--- src/rtl/lut_layer_pipe.sv ---
// Layer of LUT neurons: each neuron looks up its own flop-based truth table,
// behind a two-stage valid/ready pipeline with a side-band table write port.
module lut_layer_pipe #(
  parameter int NEURONS  = 8,
  parameter int IN_BITS  = 6,
  parameter int OUT_BITS = 1,
  // One extra index code so an out-of-range neuron can actually be addressed.
  localparam int NB = ($clog2(NEURONS + 1) < 1) ? 1 : $clog2(NEURONS + 1)
) (
  input  logic                         clk,
  input  logic                         rst_n,
  input  logic                         in_valid,
  output logic                         in_ready,
  input  logic [NEURONS*IN_BITS-1:0]   in_data,
  output logic                         out_valid,
  input  logic                         out_ready,
  output logic [NEURONS*OUT_BITS-1:0]  out_data,
  input  logic                         cfg_we,
  input  logic [NB-1:0]                cfg_neuron,
  input  logic [IN_BITS-1:0]           cfg_addr,
  input  logic [OUT_BITS-1:0]          cfg_data,
  output logic                         cfg_err
);

  localparam int DEPTH = 2 ** IN_BITS;

  logic [OUT_BITS-1:0]         tbl [NEURONS][DEPTH];
  logic [NEURONS*IN_BITS-1:0]  s1_data;
  logic                        s1_valid;
  logic [NEURONS*OUT_BITS-1:0] s2_data;
  logic                        s2_valid;
  logic [NEURONS*OUT_BITS-1:0] lookup;
  logic                        adv2;
  logic                        cfg_hit;

  assign adv2      = !s2_valid || out_ready;
  assign in_ready  = !s1_valid || adv2;
  assign out_valid = s2_valid;
  assign out_data  = s2_data;

  // NOTE: every variable driven in always_comb gets a default first, so no
  // path leaves it unassigned and no latch is inferred.
  always_comb begin
    lookup = '0;
    for (int n = 0; n < NEURONS; n++) begin
      lookup[n*OUT_BITS +: OUT_BITS] = tbl[n][s1_data[n*IN_BITS +: IN_BITS]];
    end
  end

  always_comb begin
    cfg_hit = 1'b0;
    for (int n = 0; n < NEURONS; n++) begin
      if (cfg_neuron == NB'(n)) cfg_hit = 1'b1;
    end
  end

  // NOTE: tables are real flops that must read as zero after reset, so this
  // memory is cleared in the reset branch rather than left uninitialised.
  always_ff @(posedge clk or negedge rst_n) begin
    if (!rst_n) begin
      for (int n = 0; n < NEURONS; n++) begin
        for (int a = 0; a < DEPTH; a++) begin
          tbl[n][a] <= '0;
        end
      end
    end else if (cfg_we) begin
      for (int n = 0; n < NEURONS; n++) begin
        if (cfg_neuron == NB'(n)) tbl[n][cfg_addr] <= cfg_data;
      end
    end
  end

  always_ff @(posedge clk or negedge rst_n) begin
    if (!rst_n) begin
      cfg_err <= 1'b0;
    end else if (cfg_we && !cfg_hit) begin
      cfg_err <= 1'b1;
    end
  end

  // NOTE: non-blocking assignments let S2 sample the lookup of the old S1
  // contents and the old table on the same edge S1 and the table update.
  always_ff @(posedge clk or negedge rst_n) begin
    if (!rst_n) begin
      s1_data  <= '0;
      s1_valid <= 1'b0;
      s2_data  <= '0;
      s2_valid <= 1'b0;
    end else begin
      if (adv2) begin
        s2_data  <= lookup;
        s2_valid <= s1_valid;
      end
      if (in_ready) begin
        s1_data  <= in_data;
        s1_valid <= in_valid;
      end
    end
  end

endmodule

--- config.mk ---
export PLATFORM = sky130hd
export DESIGN_NAME = lut_layer_pipe
export DESIGN_NICKNAME = d
export VERILOG_FILES = /design/src/rtl/lut_layer_pipe.sv
export SDC_FILE = /design/constraint.sdc
export NUM_CORES = 1
export LEC_CHECK = 0
export CORE_MARGIN = 5
export CORE_UTILIZATION = 57
export CTS_CLUSTER_DIAMETER = 80
export CTS_CLUSTER_SIZE = 40
export DETAILED_ROUTE_END_ITERATION = 8
export GPL_TIMING_DRIVEN = 1
export PLACE_DENSITY = 0.74
export SYNTH_ARGS = -nofsm -noshare
export SYNTH_HDL_FRONTEND = slang
export SYNTH_SLANG_ARGS = --single-unit
export TNS_END_PERCENT = 1
--- constraint.sdc ---
create_clock -name clk -period 2.2 [get_ports clk]
set_input_delay 0.44 -clock clk [delete_from_list [all_inputs] [get_ports clk]]
set_output_delay 0.44 -clock clk [all_outputs]
set_load 0.03 [all_outputs]
==> metrics.txt <==
highest clock rate=460 MHz; total routing usage reported by global routing=35.3%; leftover overflow at the end of global routing=0; Residual DRC=0; part of the total power dissipated in the clock network=34.5%; Final min period=2.17 ns; number of H-tree levels=1; DP Cell Count=3551; clock sinks=571; Core Footprint=49100 sq um; count of buffers added by post-CTS timing repair for setup=0; most used flip-flop cell after synthesis=sky130_fd_sc_hd__dfrtp_1; Netlist Area Pre-Place=28300 sq um; Port-buffer cells=74; share of layout cells above drive strength 1=24.7%; critical path class=reg -> reg; first-pass GRT wire length=146000 um; Critical Path Sink=out_data[1]; register bit total from synthesis=571; Clk Latency, worst-skew pair=0.64 ns; Pint=14.8 mW; portion of the post-synthesis area used by sequential elements=50.5%; Placement Setup Slack=-0.266 ns; count of endpoints failing setup in the final report=0; Routed wire per std cell=26.6 um; per-instance average area after synthesis=10.4 sq um; MaxCap Viol Count=0; register-to-register setup slack=0.03 ns; number of vias in the routed layout=24305; Horiz. Die Dim=233 um; Via-to-Cell Ratio=6.74; Post-Syn Instances=2711; crit path max fanout=6; Switch Pwr=6.00 mW; data required time of the worst path=2.73 ns; final number of max-transition violations=0; FF-to-FF Start=s1_data[10]; Post-Layout Cell Count=3605; final number of hold-violating endpoints=0; initial antenna violation count=7; via count of the first global-routing pass=24272; Die Footprint=54200 sq um; post-DP HPWL=65400 um; Die Ht=233 um; Arr. time, crit path=2.70 ns; first drt pass iteration count=6; result of the run=completed; placer's final routability congestion estimate=1.00; number of buffers added by the clock tree synthesis step=28; top-level port count=75; CTS tree=done; Worst Clk Skew=0.0223 ns; DRT Wirelength=95900 um; sort of element at the end of the critical path=flop; part of the total power dissipated in sequential elements=53.2%; antenna-violating nets left=0; Critical Path Start Type=flop; highest-count cells in the layout ignoring fill and taps=sky130_fd_sc_hd__dfrtp_1, sky130_fd_sc_hd__nand2_1, sky130_fd_sc_hd__nand3_1, sky130_fd_sc_hd__o21ai_0, sky130_fd_sc_hd__buf_4; num rows=81; worst min-delay path class=in -> async; measured slew at the worst slew-check pin=0.796 ns; Power Density=624 nW/um^2; area added between synthesis and finish=17.7%; Initial DRC Count=3978; clock edge transition at the registers on the reported setup and hold paths=0.13 ns; Max clock buf depth=3; initial cell density of the core=57.7%; nets in the synthesized netlist=2775; worst setup slack after layout=0.0277 ns; Unique masters post-synth=45; CTS root buffer=sky130_fd_sc_hd__clkbuf_16; worst r2r path cells=7; Sw Ratio=28.9%; leading cell type in the layout, fill and taps excluded=sky130_fd_sc_hd__dfrtp_1; proportion of register bits with asynchronous set or reset after synthesis=100%; part of the power in combinational logic=12.4%; net count of the finished layout=2982; beginning of the critical path=s1_data[10]; Synth Warn #=0; highest ir drop seen on vdd=595 uV; Leakage=16.3 nW; final critical-path share of the clock period=98.7%; worst flop-to-flop path endpoint=out_data[1]; RSZ-0062 raised after global routing=true; worst relative slew slack=46.9%; Post-synth EDFFs=0; maximum number of pins on one net before global-route repair=107
Yosys cell counts, types with 8 or more instances:
master | count | area [sq um]
sky130_fd_sc_hd__nor3b_1 | 10 | 75.1
sky130_fd_sc_hd__dfrtp_1 | 571 | 14300
sky130_fd_sc_hd__o32ai_1 | 8 | 70.1
sky130_fd_sc_hd__mux2_1 | 11 | 124
sky130_fd_sc_hd__mux2_2 | 181 | 2040
sky130_fd_sc_hd__mux4_2 | 122 | 2750
sky130_fd_sc_hd__buf_2 | 49 | 245
sky130_fd_sc_hd__buf_4 | 13 | 97.6
sky130_fd_sc_hd__mux2i_1 | 74 | 741
sky130_fd_sc_hd__clkbuf_1 | 121 | 454
sky130_fd_sc_hd__nand2_1 | 477 | 1790
sky130_fd_sc_hd__buf_1 | 24 | 90.1
sky130_fd_sc_hd__buf_6 | 10 | 113
sky130_fd_sc_hd__nor3_1 | 17 | 85.1
sky130_fd_sc_hd__nor2_1 | 181 | 679
sky130_fd_sc_hd__o21ai_0 | 369 | 1850
sky130_fd_sc_hd__nand3_1 | 380 | 1900
sky130_fd_sc_hd__a211oi_1 | 15 | 113
worst min-delay path by stage:
stage | from | to | slack (ns) | depth (start not counted)
6_report | rst_n | tbl[2] | 0.27 | 2
5_1_grt | rst_n | tbl[126] | 0.29 | 2
4_1_cts | rst_n | tbl[2] | 0.28 | 2
3_5_place_dp | rst_n | tbl[2] | 0.35 | 1
3_3_place_gp | rst_n | tbl[126] | 0.35 | 1
2_1_floorplan | rst_n | cfg_err | 0.14 | 0
worst max-delay path: stages, from the launching register on:
cell and delay, ns:
sky130_fd_sc_hd__dfrtp_1 0.80, sky130_fd_sc_hd__mux4_2 0.38, sky130_fd_sc_hd__mux2i_1 0.09, sky130_fd_sc_hd__buf_4 0.15
sky130_fd_sc_hd__nor3_1 0.18, sky130_fd_sc_hd__a211oi_2 0.06, sky130_fd_sc_hd__buf_4 0.16, sky130_fd_sc_hd__o32ai_1 0.24
power by group through the flow:
stage	Sequential (mW)	Clock [mW]	Combinational (mW)
floorplan	11.1	0	1.32
global placement	11.2	0	2.47
detailed placement	11.2	0	2.52
CTS	11.0	7.19	2.53
global route	11.1	7.56	2.69
finish	11.0	7.16	2.57
per-stage QoR:
| stage | util [%] | hold WS [ns] | area (sq um) | TNS, ns | total power, mW |
|---|---|---|---|---|---|
| floorplan | - | 0.144 | 28300 | 0 | 12.4 |
| global placement | 65.5 | 0.352 | 32100 | -30.83 | 13.7 |
| detailed placement | 65.5 | 0.355 | 32100 | -43.03 | 13.7 |
| CTS | 67.8 | 0.278 | 33300 | 0 | 20.7 |
| global route | 67.9 | 0.290 | 33300 | -0.0816 | 21.3 |
| finish | 67.9 | 0.268 | 33300 | 0 | 20.8 |
layout make-up:
cell class                 instances  area [sq um]
clock buffer                      29           726
fill                            3624         15800
inverter                           1          3.75
clock inverter                    23           397
antenna                            1          2.50
sequential                       571         14300
timing repair buffer             400          4030
tap                              664           831
multi-input combinational       1916         13000
repair_timing:
item	CTS	global route
pin swaps	0	1
hold endpoints to repair	29	0
hold buffers	1	0
endpoints found under the setup margin	8	9
gates cloned	0	0
resized for setup	8	11
cells by family (layout without fill, tap and decap cells):
kind of cell / after synthesis / after routing / share of synthesized area (%)
buf+inv: 224 / 453 / 3.95
compound gates: 406 / 406 / 7.57
other cells: 0 / 1 / 0
flops: 571 / 571 / 50.5
simple gates: 1118 / 1118 / 17.6
mux: 392 / 392 / 20.3
sequential cells by signal, summed over array words and instances, names as in the netlist:
signal and flops:
tbl 512, out_valid 1, s1_data 48, s1_valid 1, cfg_err 1, out_data 8
per-layer routing:
| layer | global-route usage [%] | share of wire (%) | vias up |
|---|---|---|---|
| met3 | 9.69 | 12 | 407 |
| met2 | 53.3 | 45 | 1823 |
| met4 | 16.5 | 6.4 | 10 |
| li1 | - | - | 9980 |
| met1 | 47.8 | 37 | 12085 |
| met5 | 0 | 0.077 | - |
Note: power is estimated with default switching activity, not from simulation.
